[src/rtl/alarme_ctrl.sv]
// Alarm controller: turns button presses into set-mode controls for the digit setter,
// and runs the armed/ring/snooze sequence off a registered time-match edge.
module alarme_ctrl #(
  parameter int unsigned INC_PULSE_CYC = 4,
  parameter int unsigned RING_TIMEOUT  = 60,
  parameter int unsigned SNOOZE_SEC    = 120,
  parameter int unsigned MAX_SNOOZE    = 3
) (
  input  logic        clk,
  input  logic        reset_n,
  input  logic        btn_modo,
  input  logic        btn_sel,
  input  logic        btn_inc,
  input  logic        btn_arm,
  input  logic        btn_stop,
  input  logic        tick_1hz,
  input  logic [23:0] hora_atual,
  input  logic [23:0] alarme_completo,
  output logic [2:0]  seletor,
  output logic        alarme_ativo,
  output logic        incremento,
  output logic        armado,
  output logic        tocando,
  output logic        buzzer,
  output logic [1:0]  snooze_cnt
);

  localparam int unsigned TMax = (RING_TIMEOUT > SNOOZE_SEC) ? RING_TIMEOUT : SNOOZE_SEC;
  localparam int unsigned TW   = $clog2(TMax + 1);
  localparam int unsigned IW   = $clog2(INC_PULSE_CYC + 1);

  localparam logic [TW-1:0] RingLast  = TW'(RING_TIMEOUT - 1);
  localparam logic [TW-1:0] SnoozeLd  = TW'(SNOOZE_SEC);
  localparam logic [IW-1:0] IncLd     = IW'(INC_PULSE_CYC);
  localparam logic [1:0]    MaxSnooze = 2'(MAX_SNOOZE);

  typedef enum logic [2:0] {StIdle, StSet, StArmed, StRing, StSnooze} state_t;

  state_t        state_q, state_d;
  logic [4:0]    btn_now, btn_lvl_q, btn_prev_q, btn_edge;
  logic          ev_stop, ev_arm, ev_modo, ev_sel, ev_inc;
  logic          match, match_q, match_rise;
  logic [2:0]    sel_q, sel_d;
  logic [IW-1:0] inc_q, inc_d;
  logic          pend_q, pend_d, pend_arm_q, pend_arm_d;
  logic [TW-1:0] ring_q, ring_d, snz_q, snz_d;
  logic          blink_q, blink_d;
  logic [1:0]    scnt_q, scnt_d;

  // Bit order doubles as priority, lowest to highest: inc, sel, modo, arm, stop.
  assign btn_now  = {btn_stop, btn_arm, btn_modo, btn_sel, btn_inc};
  assign btn_edge = btn_lvl_q & ~btn_prev_q;

  assign ev_stop = btn_edge[4];
  assign ev_arm  = btn_edge[3] & ~btn_edge[4];
  assign ev_modo = btn_edge[2] & ~(|btn_edge[4:3]);
  assign ev_sel  = btn_edge[1] & ~(|btn_edge[4:2]);
  assign ev_inc  = btn_edge[0] & ~(|btn_edge[4:1]);

  assign match      = (hora_atual == alarme_completo);
  assign match_rise = match & ~match_q;

  always_ff @(posedge clk) begin
    if (!reset_n) begin
      state_q    <= StIdle;
      btn_lvl_q  <= btn_now;
      btn_prev_q <= btn_now;
      match_q    <= match;
      sel_q      <= 3'd0;
      inc_q      <= '0;
      pend_q     <= 1'b0;
      pend_arm_q <= 1'b0;
      ring_q     <= '0;
      snz_q      <= '0;
      blink_q    <= 1'b0;
      scnt_q     <= 2'd0;
    end else begin
      state_q    <= state_d;
      btn_lvl_q  <= btn_now;
      btn_prev_q <= btn_lvl_q;
      match_q    <= match;
      sel_q      <= sel_d;
      inc_q      <= inc_d;
      pend_q     <= pend_d;
      pend_arm_q <= pend_arm_d;
      ring_q     <= ring_d;
      snz_q      <= snz_d;
      blink_q    <= blink_d;
      scnt_q     <= scnt_d;
    end
  end

  always_comb begin
    state_d    = state_q;
    sel_d      = sel_q;
    inc_d      = (inc_q != '0) ? inc_q - IW'(1) : inc_q;
    pend_d     = pend_q;
    pend_arm_d = pend_arm_q;
    ring_d     = ring_q;
    snz_d      = snz_q;
    blink_d    = blink_q;
    scnt_d     = scnt_q;

    unique case (state_q)
      StIdle: begin
        if (ev_arm) begin
          state_d = StArmed;
        end else if (ev_modo) begin
          state_d = StSet;
          sel_d   = 3'd0;
        end
      end
      StSet: begin
        // A requested exit is held until the running increment pulse has finished.
        if (pend_q) begin
          if (inc_q == '0) begin
            state_d = pend_arm_q ? StArmed : StIdle;
            sel_d   = 3'd0;
            pend_d  = 1'b0;
          end
        end else if (ev_arm || ev_modo) begin
          if (inc_q == '0) begin
            state_d = ev_modo ? StArmed : StIdle;
            sel_d   = 3'd0;
          end else begin
            pend_d     = 1'b1;
            pend_arm_d = ev_modo;
          end
        end else if (ev_sel) begin
          sel_d = (sel_q == 3'd5) ? 3'd0 : sel_q + 3'd1;
        end else if (ev_inc && inc_q == '0) begin
          inc_d = IncLd;
        end
      end
      StArmed: begin
        if (ev_arm) begin
          state_d = StIdle;
        end else if (ev_modo) begin
          state_d = StSet;
          sel_d   = 3'd0;
        end else if (match_rise) begin
          state_d = StRing;
          ring_d  = '0;
          blink_d = 1'b0;
          scnt_d  = 2'd0;
        end
      end
      StRing: begin
        if (ev_stop) begin
          state_d = StArmed;
        end else if (ev_arm) begin
          state_d = StIdle;
        end else if (ev_sel) begin
          if (scnt_q < MaxSnooze) begin
            state_d = StSnooze;
            scnt_d  = scnt_q + 2'd1;
            snz_d   = SnoozeLd;
          end else begin
            state_d = StArmed;
          end
        end else if (tick_1hz) begin
          blink_d = ~blink_q;
          if (ring_q >= RingLast) begin
            state_d = StArmed;
          end else begin
            ring_d = ring_q + TW'(1);
          end
        end
      end
      StSnooze: begin
        if (ev_stop) begin
          state_d = StArmed;
        end else if (ev_arm) begin
          state_d = StIdle;
        end else if (tick_1hz) begin
          if (snz_q <= TW'(1)) begin
            state_d = StRing;
            snz_d   = '0;
            ring_d  = '0;
            blink_d = 1'b0;
          end else begin
            snz_d = snz_q - TW'(1);
          end
        end
      end
      default: state_d = StIdle;
    endcase

    if (state_d == StArmed || state_d == StIdle) scnt_d = 2'd0;
  end

  assign seletor      = sel_q;
  assign alarme_ativo = (state_q == StSet);
  assign incremento   = (inc_q != '0);
  assign armado       = (state_q == StArmed) || (state_q == StRing) || (state_q == StSnooze);
  assign tocando      = (state_q == StRing);
  assign buzzer       = tocando & blink_q;
  assign snooze_cnt   = scnt_q;

endmodule

[config.mk]
export PLATFORM = sky130hd
export DESIGN_NAME = alarme_ctrl
export DESIGN_NICKNAME = d
export VERILOG_FILES = /design/src/rtl/alarme_ctrl.sv
export SDC_FILE = /design/constraint.sdc
export NUM_CORES = 1
export LEC_CHECK = 0
export CORE_MARGIN = 2
export CORE_UTILIZATION = 25
export DETAILED_ROUTE_END_ITERATION = 6
export SLEW_MARGIN = 5
export SYNTH_ARGS = -nofsm -noshare
export SYNTH_HDL_FRONTEND = slang
export SYNTH_SLANG_ARGS = --single-unit
[constraint.sdc]
create_clock -name clk -period 3.3 [get_ports clk]
set_clock_uncertainty 0.05 [all_clocks]
set_input_delay 0.825 -clock clk [delete_from_list [all_inputs] [get_ports clk]]
set_output_delay 0.825 -clock clk [all_outputs]
set_load 0.02 [all_outputs]
After elaboration in Yosys (flattened, before gate mapping)
Index checks and enable logic that the tools add are counted.

word-level totals
  register bits = 39
  input port bits = 56
  output and inout bits = 10
  logic and storage cells = 167

operators by class
  add/sub/neg operators = 5
  order comparisons = 3
  eq/ne operators = 24
  mux-type cells = 82
  bitwise logic cells = 17
  reduce and logical (&&, ||, !) cells = 24

operator list
  operator                                                                             number
  7-bit 2-to-1 mux                                                                     20
  3-bit 2-to-1 mux                                                                     32
  2-bit inequality test, second input constant                                         13
  24-bit equality test                                                                 1
  7-bit case mux with 3 select lines                                                   1
  2-bit 2-to-1 mux                                                                     9
  8-bit AND reduction                                                                  2
  3-bit case mux with 5 select lines                                                   1
  1-bit 2-to-1 mux                                                                     14
  7-bit case mux with 2 select lines                                                   1
  13-bit AND reduction                                                                 1
  12-bit AND reduction                                                                 1
  3-bit by 2-bit equality test with 1-bit output, second input constant                3
  3-bit logical NOT                                                                    3
  1-bit NOT                                                                            9
  4-bit AND reduction                                                                  2
  7-bit by 1-bit adder with 7-bit output, second input constant                        1
  7-bit by 6-bit greater-or-equal comparator with 1-bit output, second input constant  1
  7-bit by 1-bit <= comparator with 1-bit output, second input constant                1
  7-bit by 1-bit subtractor with 7-bit output, second input constant                   1
  1-bit bitwise AND                                                                    6
  3-bit equality test, second input constant                                           2
  2-bit by 1-bit inequality test with 1-bit output, second input constant              3
  3-bit case mux with 2 select lines                                                   1
  other kinds (18)                                                                     26

Longest topological paths before layout
Gate-level depths: netlist of run 1.

  word-level depth = 13
  depth in mapped cells = 9
  gate-level depth less buffers = 8

Worst setup path after synthesis of run 1
Ideal clock, no wire load.

  path kind = input to register
  start = input alarme_completo[2]
  end = register ring_q[3]
  arrival = 2.421 ns
  setup slack = 0.694 ns
  stages on the path = 7
  path buffers = 1
  cell sequence = xor2_1 > nor4_1 > nand4_1 > o41a_1 > buf_2 > o31ai_1 > nor3b_1

between the ends
  longest elaborated chain between the ends = 4

ends and longest elaborated chain
  what                                    RTL line  text
  start, declared                         18        input logic [23:0] alarme_completo,
  24-bit equality test                    60        assign match = (hora_atual == alarme_completo);
  1-bit bitwise AND                       61        assign match_rise = match & ~match_q;
  2-bit inequality test (no source line)  n/a
  13-bit AND reduction (no source line)   n/a
  end signal, assigned                    86        ring_q <= ring_d;
  end, declared                           46        logic [TW-1:0] ring_q, ring_d, snz_q, snz_d;

Every way passes these cells.
A chain may end at the register's enable or synchronous reset.

Worst setup path in the final report of run 1
  start = register state_q[0]
  end = output alarme_ativo

between the ends
  longest elaborated chain between the ends = 1

ends and longest elaborated chain
  what                                            RTL line  text
  start, declared                                 39        state_t state_q, state_d;
  start signal, assigned                          65        state_q <= StIdle;
  start signal, assigned                          78        state_q <= state_d;
  3-bit by 1-bit equality test with 1-bit output  193       assign alarme_ativo = (state_q == StSet);
  end, declared                                   20        output logic alarme_ativo,

Every way passes these cells.

==> flow_metrics.env, run 1 <==
export IMPL_detail_route_vias_per_cell=5.05
export IMPL_dpl_hpwl_um=4550
export IMPL_grt_usage_pct=12.0
export IMPL_cts_made_buffers=5
export IMPL_ios=66
export IMPL_seqCellArea_um2=781
export IMPL_crit_chain="inv_1, or3_1, inv_1, clkdlybuf4s50_1"
export IMPL_rsz0062_at_grt="false"
export IMPL_synth_edff_count=0
export IMPL_ys_ff_latch=39
export IMPL_io_buffers=65
export IMPL_max_stage_delay_ns=0.63
export IMPL_clk_pin_slew_ns=0.08
export IMPL_ant_nets=0
export IMPL_synth_main_ff_cell="dfxtp_1"
export IMPL_rrSetupSlack_ns=0.77
export IMPL_synth_top_area_share_pct=33.2
export IMPL_synth_nets=342
export IMPL_crit_cells=4
export IMPL_post_drt_wl_per_cell_um=12.6
export IMPL_wl_um=5810
export IMPL_whs_ns=0.396
export IMPL_status="complete, no violations"
export IMPL_hold_viol_final=0
export IMPL_synth_seq_area_share_pct=33.2
export IMPL_crit_family="buffers and inverters"
export IMPL_drive_gt1_share_pct=8.62
export IMPL_critPathArrivalTime_ns=2.16
export IMPL_diodes=0
export IMPL_yosysMostFrequentCell="dfxtp_1"
export IMPL_relSlewSlack_pct=53.1
export IMPL_synthTopCellsByArea="dfxtp_1, xor2_1, nor2_1, a21oi_1, ha_1"
export IMPL_min_period_ns=3.03
export IMPL_cts_tree="yes"
export IMPL_synth_common_cells="dfxtp_1, nor2_1, xor2_1, nand2_1, a21oi_1"
export IMPL_drcViolationCount=0
export IMPL_clk_latency_ns=0.29
export IMPL_syn_avg_cell_area_um2=8.40
export IMPL_regToRegEndpoint="snooze_cnt[1]$_SDFFE_PP0P_"
export IMPL_n_fill_cell=972
export IMPL_worst_path_max_delay_cell="clkdlybuf4s50_1"
export IMPL_grt_pass1_vias=2212
export IMPL_crit_type="flip-flop to output port"
export IMPL_cpMostUsedCell="inv_1"
export IMPL_cp_startpoint="state_q[0]$_SDFF_PN0_"
export IMPL_synth_top_cell_by_area="dfxtp_1"
export IMPL_cts_buffer_depth=2
export IMPL_slew_viol_final=0
export IMPL_dr_pass1_iters=4
export IMPL_syn2layout_area_growth_pct=38.9
export IMPL_fin_nets=409
export IMPL_power_density_mw_per_mm2=406
export IMPL_cts_sinks=39
export IMPL_crit_fanout=10
export IMPL_reg2reg_depth=8
export IMPL_post_cts_setup_buffers=0
export IMPL_p_leak_nw=1.20
export IMPL_syn_instance_count=280
export IMPL_die_h_um=101
export IMPL_required_ns=2.42
export IMPL_max_slew_worst_pin_slew_ns=0.699
export IMPL_final_util_pct=35.5
export IMPL_start_util_pct=25.6
export IMPL_rows=35
export IMPL_regToRegStartpoint="inc_q[0]$_SDFF_PN0_"
export IMPL_finalCritPeriodShare_pct=92.0
export IMPL_multi_input_area_mm2=0.00148
export IMPL_ys_types=58
export IMPL_synth_warnings=0
export IMPL_start_kind="flip-flop"
export IMPL_async_flop_share_pct=0
export IMPL_drtIter0Drc=159
export IMPL_fmax_mhz=329
export IMPL_drv_cap=0
export IMPL_cp_endpoint="alarme_ativo"
export IMPL_coreArea_mm2=0.00920
export IMPL_grt_pass1_wl_um=10000
export IMPL_gp_congestion=0.833
export IMPL_route_vias_total=2318
export IMPL_grt_ovfl_total=0
export IMPL_root_buffer="clkbuf_8"
export IMPL_die_area_mm2=0.0102
export IMPL_dieWidth_um=101
export IMPL_stdcell_count=459
export IMPL_setup_viol=0
export IMPL_peakVddDrop_v=0.000247
export IMPL_hold_class="flip-flop to flip-flop"
export IMPL_critPathBufInv=3
export IMPL_grt_max_degree=30
export IMPL_syn_cell_area_mm2=0.00235
export IMPL_min_delay_start="ring_q[5]$_SDFFE_PN0P_"
export IMPL_dp_cells=451
export IMPL_h_tree_depth=2
export IMPL_critPathCaptureType="output port"
export IMPL_antenna_found_initial=0
[worst min path at each step]
stage / slack (ns) / end / cells past startpoint
5_1_grt: 0.43 / ring_q[5]$_SDFFE_PN0P_ / 2
4_1_cts: 0.40 / ring_q[5]$_SDFFE_PN0P_ / 2
6_report: 0.40 / ring_q[5]$_SDFFE_PN0P_ / 2
2_1_floorplan: 0.37 / ring_q[5]$_SDFFE_PN0P_ / 2
3_5_place_dp: 0.39 / ring_q[5]$_SDFFE_PN0P_ / 2
3_3_place_gp: 0.38 / ring_q[5]$_SDFFE_PN0P_ / 2
[flip-flops by register name, summed over array words and instances (netlist names)]
name,count
seletor,3
snooze_cnt,2
inc_q,3
match_q,1
ring_q,7
btn_lvl_q,5
blink_q,1
pend_q,1
state_q,3
pend_arm_q,1
btn_prev_q,5
snz_q,7
[layout by cell type, fill, tap and decap left out, drive strengths merged, types with 3 or more instances in the layout]
cell type,n
clkdlybuf4s50,65
dfxtp,39
nor2,26
xor2,24
nand2,18
a21oi,16
o21ai,15
inv,11
nor4,9
nor3,9
a21boi,8
or4,7
nor2b,7
ha,6
mux2,5
nand4,5
nand3,5
o31ai,5
clkbuf,5
buf,5
nand2b,5
o221a,4
a211oi,4
o22ai,3
a31oi,3
or2,3
[area by class of cell]
| type | instances | area share, % |
|---|---|---|
| multi-input cells | 220 | 45.3 |
| flip-flops and latches | 39 | 23.9 |
| repair buffers | 70 | 21.1 |
| well taps | 111 | 4.25 |
| clock buffers | 5 | 2.11 |
| clock inverters | 3 | 2.07 |
| inverters | 11 | 1.26 |
[what timing repair did]
item	CTS	global route
resized for setup	0	1
setup endpoints to repair	0	1
hold buffers	0	0
[worst register-to-register path: cells and delay by family, from the launching register on]
family / cells / cell delay [ns]
flip-flops: 1 / 0.30
AO/OA/AOI/OAI: 4 / 1.11
AND/OR/NAND/NOR: 1 / 0.46
buffers and inverters: 2 / 0.31
adder cells (fa/ha/maj): 1 / 0.17
[per-layer routing]
metal,up-vias,wire (um),GRT usage (%)
met5,-,0,0
met4,0,103,3.64
met3,7,457,3.26
met2,85,2710,20.5
met1,1057,2530,14.7
li1,1169,-,-
[cells by family (layout without fill, tap and decap cells)]
logic type,count (synthesis),after routing,share of synthesized area [%]
AOI/OAI and AO/OA,74,74,21.5
xor gates and xnor gates,25,25,9.31
adders and majority gates,6,6,3.19
buffers and inverters,21,89,4.10
DFF,39,39,33.2
muxes,6,6,2.82
and+or+nand+nor,109,109,25.9
[report_power, final]
group          leakage, nW  internal (mW)  switching [mW]  total (mW)
logic                0.812          0.167           0.169       0.336
registers            0.319          0.497          0.0169       0.514
clock network       0.0644          0.302           0.175       0.476
total                 1.20          0.966           0.360        1.33
[stage by stage]
| stage | TNS (ns) | setup WS, ns | power (mW) | instance area [um^2] |
|---|---|---|---|---|
| 2_1_floorplan | 0 | 0.694 | 0.727 | 2350 |
| 3_3_place_gp | -0.181 | -0.0570 | 0.857 | 3120 |
| 3_5_place_dp | -0.442 | -0.0948 | 0.863 | 3120 |
| 4_1_cts | 0 | 0.223 | 1.34 | 3260 |
| 5_1_grt | 0 | 0.0334 | 1.40 | 3270 |
| 6_report | 0 | 0.265 | 1.33 | 3270 |
(Power assumes the default switching activity.)
==> run 2, diff against run 1 <==
--- a/config.mk
+++ b/config.mk
@@ -5,9 +5,11 @@
 export SDC_FILE = /design/constraint.sdc
 export NUM_CORES = 1
 export LEC_CHECK = 0
+export CORE_ASPECT_RATIO = 0.6
 export CORE_MARGIN = 2
-export CORE_UTILIZATION = 25
+export CORE_UTILIZATION = 45
 export DETAILED_ROUTE_END_ITERATION = 6
+export PLACE_DENSITY = 0.76
 export SLEW_MARGIN = 5
 export SYNTH_ARGS = -nofsm -noshare
 export SYNTH_HDL_FRONTEND = slang
==> run 2 against run 1 <==
Compared with the run above:
- fmax fell by 1.9%
- sequential power barely moved
- sequential cell count did not move
- total power fell by 5.2%
- die area fell by 43%
- register-to-register slack got worse by 0.03 ns
==> flow_metrics.env, run 2 (synthesis gave the netlist of run 1 again) <==
export IMPL_grt_pass1_wl_um=9690
export IMPL_drcViolationCount=0
export IMPL_final_cell_mix="clkdlybuf4s50_1, dfxtp_1, nor2_1"
export IMPL_min_delay_start="ring_q[5]$_SDFFE_PN0P_"
export IMPL_antenna_found_initial=0
export IMPL_rows=20
export IMPL_power_density_mw_per_mm2=395
export IMPL_final_setup_tns_ns=0
export IMPL_cts_sinks=39
export IMPL_reg_largest_list="ring_q: 7 flops, snz_q: 7 flops"
export IMPL_peakVddDrop_v=0.000192
export IMPL_max_stage_delay_ns=0.53
export IMPL_relSlewSlack_pct=50.5
export IMPL_hold_buffers=0
export IMPL_critPathArrivalTime_ns=3.20
export IMPL_regToRegEndpoint="snooze_cnt[0]$_SDFFE_PP0P_"
export IMPL_setup_viol=0
export IMPL_grt_max_degree=21
export IMPL_ios=66
export IMPL_rsz0062_at_grt="false"
export IMPL_worst_path_max_delay_cell="o41a_1"
export IMPL_hold_path_end="ring_q[5]$_SDFFE_PN0P_"
export IMPL_hold_class="flip-flop to flip-flop"
export IMPL_h_tree_depth=2
export IMPL_power_report_internal_total_mw=0.909
export IMPL_start_kind="input pin"
export IMPL_grt_ovfl_total=0
export IMPL_clk_latency_ns=0.29
export IMPL_root_buffer="clkbuf_8"
export IMPL_start_util_pct=46.5
export IMPL_fmax_mhz=323
export IMPL_wl_um=5730
export IMPL_hold_viol_final=0
export IMPL_status="complete, no violations"
export IMPL_crit_fanout=10
export IMPL_min_period_ns=3.09
export IMPL_dr_pass1_iters=4
export IMPL_seqPwrFrac_pct=41.0
export IMPL_grt_pass1_vias=2178
export IMPL_critPathCaptureType="flip-flop"
export IMPL_post_drt_wl_per_cell_um=13.8
export IMPL_clk_pin_slew_ns=0.07
export IMPL_gp_congestion=0.857
export IMPL_clockPowerShare_pct=32.4
export IMPL_grt_usage_pct=20.9
export IMPL_diodes=0
export IMPL_swShare_pct=27.7
export IMPL_die_h_um=60.0
export IMPL_crit_type="input pin to flip-flop"
export IMPL_fin_nets=409
export IMPL_coreArea_mm2=0.00505
export IMPL_required_ns=3.41
export IMPL_cts_buffer_depth=2
export IMPL_switching_power_mw=0.348
export IMPL_dpl_hpwl_um=4640
export IMPL_postCtsResizedCells=0
export IMPL_ant_nets=0
export IMPL_drive_gt1_share_pct=8.33
export IMPL_die_area_mm2=0.00584
export IMPL_reg2reg_depth=8
export IMPL_dieWidth_um=97.3
export IMPL_holdPathStages=2
export IMPL_syn2layout_area_growth_pct=35.4
export IMPL_cts_tree="yes"
export IMPL_route_vias_total=2326
export IMPL_p_comb_share_pct=26.6
export IMPL_io_buffers=65
export IMPL_crit_chain="clkdlybuf4s50_1, xor2_1, nor4_1, nand4_1, o41a_1, buf_4, o311ai_0, o21ai_0"
export IMPL_cts_made_buffers=5
export IMPL_slew_viol_final=0
export IMPL_drv_cap=0
export IMPL_n_fill_cell=439
export IMPL_detail_route_vias_per_cell=5.62
export IMPL_whs_ns=0.392
export IMPL_rrSetupSlack_ns=0.74
export IMPL_regToRegStartpoint="inc_q[0]$_SDFF_PN0_"
export IMPL_post_cts_setup_buffers=0
export IMPL_finalCritPeriodShare_pct=93.7
export IMPL_final_common_cell="clkdlybuf4s50_1"
export IMPL_max_slew_worst_pin_slew_ns=0.738
export IMPL_p_leak_nw=1.19
export IMPL_drtIter0Drc=170
-- run 2: changes by cell type in the layout (fill, tap and decap cells not counted) --
cell,before,now
nor4_2,1,0
bufinv_16,2,1
clkbuf_8,5,6
clkinvlp_4,1,0
nor4_1,8,9
clkinv_2,0,1
-- run 2: area by class of cell --
class | count | area (um^2) | share of cell area (%)
inverter | 11 | 41.3 | 1.30
sequential | 39 | 781 | 24.5
clock buffer | 6 | 82.6 | 2.59
clock inverter | 2 | 35.0 | 1.10
timing repair buffer | 70 | 688 | 21.6
multi-input combinational | 220 | 1470 | 46.3
tap | 66 | 82.6 | 2.59
-- run 2: power by group through the flow --
| stage | clock network (mW) | registers, mW | logic [mW] |
|---|---|---|---|
| final | 0.407 | 0.515 | 0.335 |
| after global routing | 0.438 | 0.520 | 0.372 |
| after CTS | 0.416 | 0.515 | 0.337 |
| after detailed placement | 0 | 0.526 | 0.335 |
| after global placement | 0 | 0.525 | 0.331 |
| after floorplan | 0 | 0.520 | 0.207 |
-- run 2: how the worst max path moves through the flow --
stage | startpoint | endpoint | slack [ns] | depth (start not counted)
after floorplan | alarme_completo[2] | ring_q[3]$_SDFFE_PN0P_ | 0.69 | 7
after global placement | alarme_completo[0] | ring_q[4]$_SDFFE_PN0P_ | -0.03 | 8
after detailed placement | alarme_completo[0] | ring_q[4]$_SDFFE_PN0P_ | -0.09 | 8
after CTS | alarme_completo[0] | ring_q[2]$_SDFFE_PN0P_ | 0.22 | 8
after global routing | alarme_completo[0] | ring_q[2]$_SDFFE_PN0P_ | 0.02 | 8
final | alarme_completo[0] | ring_q[2]$_SDFFE_PN0P_ | 0.21 | 8
-- run 2: layer usage --
layer	global-route usage (%)	part of all wire, %	vias to the layer above
met5	0	0	-
met3	7.49	8.6	12
li1	-	-	1173
met1	26.0	46	1045
met4	8.13	2.1	0
met2	33.7	43	96
-- run 2: critical path, delay by kind of cell --
kind,cells,cell delay [ns]
buffers and inverters,2,0.62
XOR/XNOR,1,0.17
AND/OR/NAND/NOR,2,0.59
AO/OA/AOI/OAI,3,0.99
-- run 2: through the flow --
| step | instance area [um^2] | setup WS, ns | util (%) | total power [mW] | cells |
|---|---|---|---|---|---|
| floorplan | 2350 | 0.694 | - | 0.727 | 280 |
| global placement | 3070 | -0.0291 | 60.7 | 0.855 | 406 |
| detailed placement | 3070 | -0.0894 | 60.7 | 0.861 | 406 |
| CTS | 3180 | 0.224 | 63.0 | 1.27 | 414 |
| global route | 3180 | 0.0158 | 63.0 | 1.33 | 414 |
| finish | 3180 | 0.208 | 63.0 | 1.26 | 414 |
==> run 3, diff against run 2 <==
--- a/config.mk
+++ b/config.mk
@@ -9,7 +9,9 @@
 export CORE_MARGIN = 2
 export CORE_UTILIZATION = 45
 export DETAILED_ROUTE_END_ITERATION = 6
+export HOLD_SLACK_MARGIN = 0.1
 export PLACE_DENSITY = 0.76
+export RECOVER_POWER = 50
 export SLEW_MARGIN = 5
 export SYNTH_ARGS = -nofsm -noshare
 export SYNTH_HDL_FRONTEND = slang
==> run 3 against run 2 <==
Compared with the run above:
- combinational power hardly changed
- cell count unchanged
- global-route usage stayed put
- count of clock-buffer cells in the layout did not move
- sequential share of layout area grew 0.097 points
- total power shrank 0.20%
- critical path depth unchanged
- register-to-register slack worse by 0.08 ns
- worst hold slack hardly changed
- final area fell by 0.39%
- largest power group unchanged
==> flow_metrics.env, run 3 (synthesis gave the netlist of run 1 again) <==
export IMPL_drv_cap=0
export IMPL_dr_pass1_iters=4
export IMPL_stdcell_count=414
export IMPL_hold_path_end="ring_q[5]$_SDFFE_PN0P_"
export IMPL_fin_ws_ns=0.192
export IMPL_wl_um=5680
export IMPL_min_delay_start="ring_q[5]$_SDFFE_PN0P_"
export IMPL_start_kind="input pin"
export IMPL_die_h_um=60.0
export IMPL_required_ns=3.41
export IMPL_p_comb_share_pct=26.5
export IMPL_reg_largest_list="ring_q: 7 flops, snz_q: 7 flops"
export IMPL_cts_made_buffers=5
export IMPL_antenna_found_initial=0
export IMPL_p_leak_nw=1.20
export IMPL_final_cell_mix="clkdlybuf4s50_1, dfxtp_1, nor2_1"
export IMPL_hold_buffers=0
export IMPL_max_slew_worst_pin_slew_ns=0.759
export IMPL_gp_congestion=0.857
export IMPL_grt_pass1_vias=2178
export IMPL_die_area_mm2=0.00584
export IMPL_drcViolationCount=0
export IMPL_seqCellArea_um2=781
export IMPL_syn2layout_area_growth_pct=34.9
export IMPL_drtIter0Drc=161
export IMPL_rows=20
export IMPL_cts_sinks=39
export IMPL_grt_max_degree=21
export IMPL_cts_buffer_depth=2
export IMPL_rrSetupSlack_ns=0.66
export IMPL_reg2reg_depth=6
export IMPL_fmax_mhz=322
export IMPL_peakVddDrop_v=0.000192
export IMPL_hold_viol_final=0
export IMPL_dpl_hpwl_um=4640
export IMPL_cp_startpoint="alarme_completo[0]"
export IMPL_relSlewSlack_pct=49.4
export IMPL_seqPwrFrac_pct=41.1
export IMPL_root_buffer="clkbuf_8"
export IMPL_crit_type="input pin to flip-flop"
export IMPL_swShare_pct=27.7
export IMPL_post_drt_wl_per_cell_um=13.7
export IMPL_coreArea_mm2=0.00505
export IMPL_critPathArrivalTime_ns=3.22
export IMPL_dieWidth_um=97.3
export IMPL_cts_tree="yes"
export IMPL_postCtsResizedCells=0
export IMPL_post_cts_setup_buffers=0
export IMPL_start_util_pct=46.5
export IMPL_status="complete, no violations"
export IMPL_grt_ovfl_total=0
export IMPL_ios=66
export IMPL_crit_fanout=10
export IMPL_dp_cells=406
export IMPL_power_density_mw_per_mm2=396
export IMPL_detail_route_vias_per_cell=5.52
export IMPL_clk_pin_slew_ns=0.08
export IMPL_io_buffers=65
export IMPL_pre_cts_ws_ns=-0.0894
export IMPL_route_vias_total=2284
export IMPL_min_period_ns=3.11
export IMPL_finalCritPeriodShare_pct=94.2
export IMPL_holdPathStages=2
export IMPL_rsz0062_at_grt="false"
export IMPL_slew_viol_final=0
export IMPL_hold_class="flip-flop to flip-flop"
export IMPL_drive_gt1_share_pct=7.47
export IMPL_n_fill_cell=442
export IMPL_final_common_cell="clkdlybuf4s50_1"
export IMPL_regToRegEndpoint="snz_q[2]$_SDFFE_PN0P_"
export IMPL_power_report_internal_total_mw=0.907
export IMPL_grt_pass1_wl_um=9690
export IMPL_multi_input_area_mm2=0.00147
export IMPL_diodes=0
export IMPL_clk_latency_ns=0.29
export IMPL_clockPowerShare_pct=32.4
export IMPL_regToRegStartpoint="state_q[1]$_SDFF_PN0_"
export IMPL_grt_usage_pct=20.9
export IMPL_fin_nets=409
export IMPL_switching_power_mw=0.347
export IMPL_ant_nets=0
export IMPL_setup_viol=0
export IMPL_h_tree_depth=2
export IMPL_critPathCaptureType="flip-flop"
run 3: cell types whose count changed in the layout (fill, tap and decap cells not counted), sizes merged:
cell | previous run | this run
clkdlybuf4s50 | 65 | 54
dlygate4sd3 | 0 | 11
buf | 5 | 3
clkbuf | 6 | 8
run 3: how the worst max path moves through the flow:
stage | cells past startpoint | to | slack [ns]
2_1_floorplan | 7 | ring_q[3]$_SDFFE_PN0P_ | 0.69
3_3_place_gp | 8 | ring_q[4]$_SDFFE_PN0P_ | -0.03
3_5_place_dp | 8 | ring_q[4]$_SDFFE_PN0P_ | -0.09
4_1_cts | 8 | ring_q[2]$_SDFFE_PN0P_ | 0.22
5_1_grt | 8 | ring_q[2]$_SDFFE_PN0P_ | 0.02
6_report | 8 | ring_q[2]$_SDFFE_PN0P_ | 0.19
run 3: per-stage QoR:
stage	cell area, um^2	utilization (%)	TNS (ns)	total power [mW]	hold slack (ns)
after global placement	3070	60.7	-0.0344	0.855	0.388
after global routing	3170	62.7	0	1.33	0.414
final	3170	62.7	0	1.25	0.392
after detailed placement	3070	60.7	-0.398	0.861	0.385
after CTS	3180	63.0	0	1.27	0.397
after floorplan	2350	-	0	0.727	0.371
run 3: worst max-delay path, stage by stage:
cell             delay (ns)
clkdlybuf4s50_1        0.42
xor2_1                 0.17
nor4_1                 0.40
nand4_1                0.20
o41a_1                 0.53
buf_4                  0.20
o311ai_0               0.34
o21ai_0                0.13
run 3: power by group through the flow:
stage / Sequential (mW) / Clock (mW) / Combinational, mW
floorplan: 0.520 / 0 / 0.207
global placement: 0.525 / 0 / 0.331
detailed placement: 0.526 / 0 / 0.335
CTS: 0.515 / 0.416 / 0.337
global route: 0.520 / 0.438 / 0.370
finish: 0.515 / 0.407 / 0.333
run 3: routing by layer:
| metal | global-route usage, % | part of all wire [%] |
|---|---|---|
| met3 | 7.49 | 9.0 |
| met5 | 0 | 0 |
| met2 | 33.7 | 44 |
| met1 | 26.0 | 45 |
| met4 | 8.13 | 2.2 |
run 3: final cells by class:
cell class / instances / area share (%)
repair buffers: 70 / 21.5
clock buffers: 6 / 2.60
flip-flops and latches: 39 / 24.6
well taps: 66 / 2.60
multi-input cells: 220 / 46.3
inverters: 11 / 1.30
clock inverters: 2 / 1.10
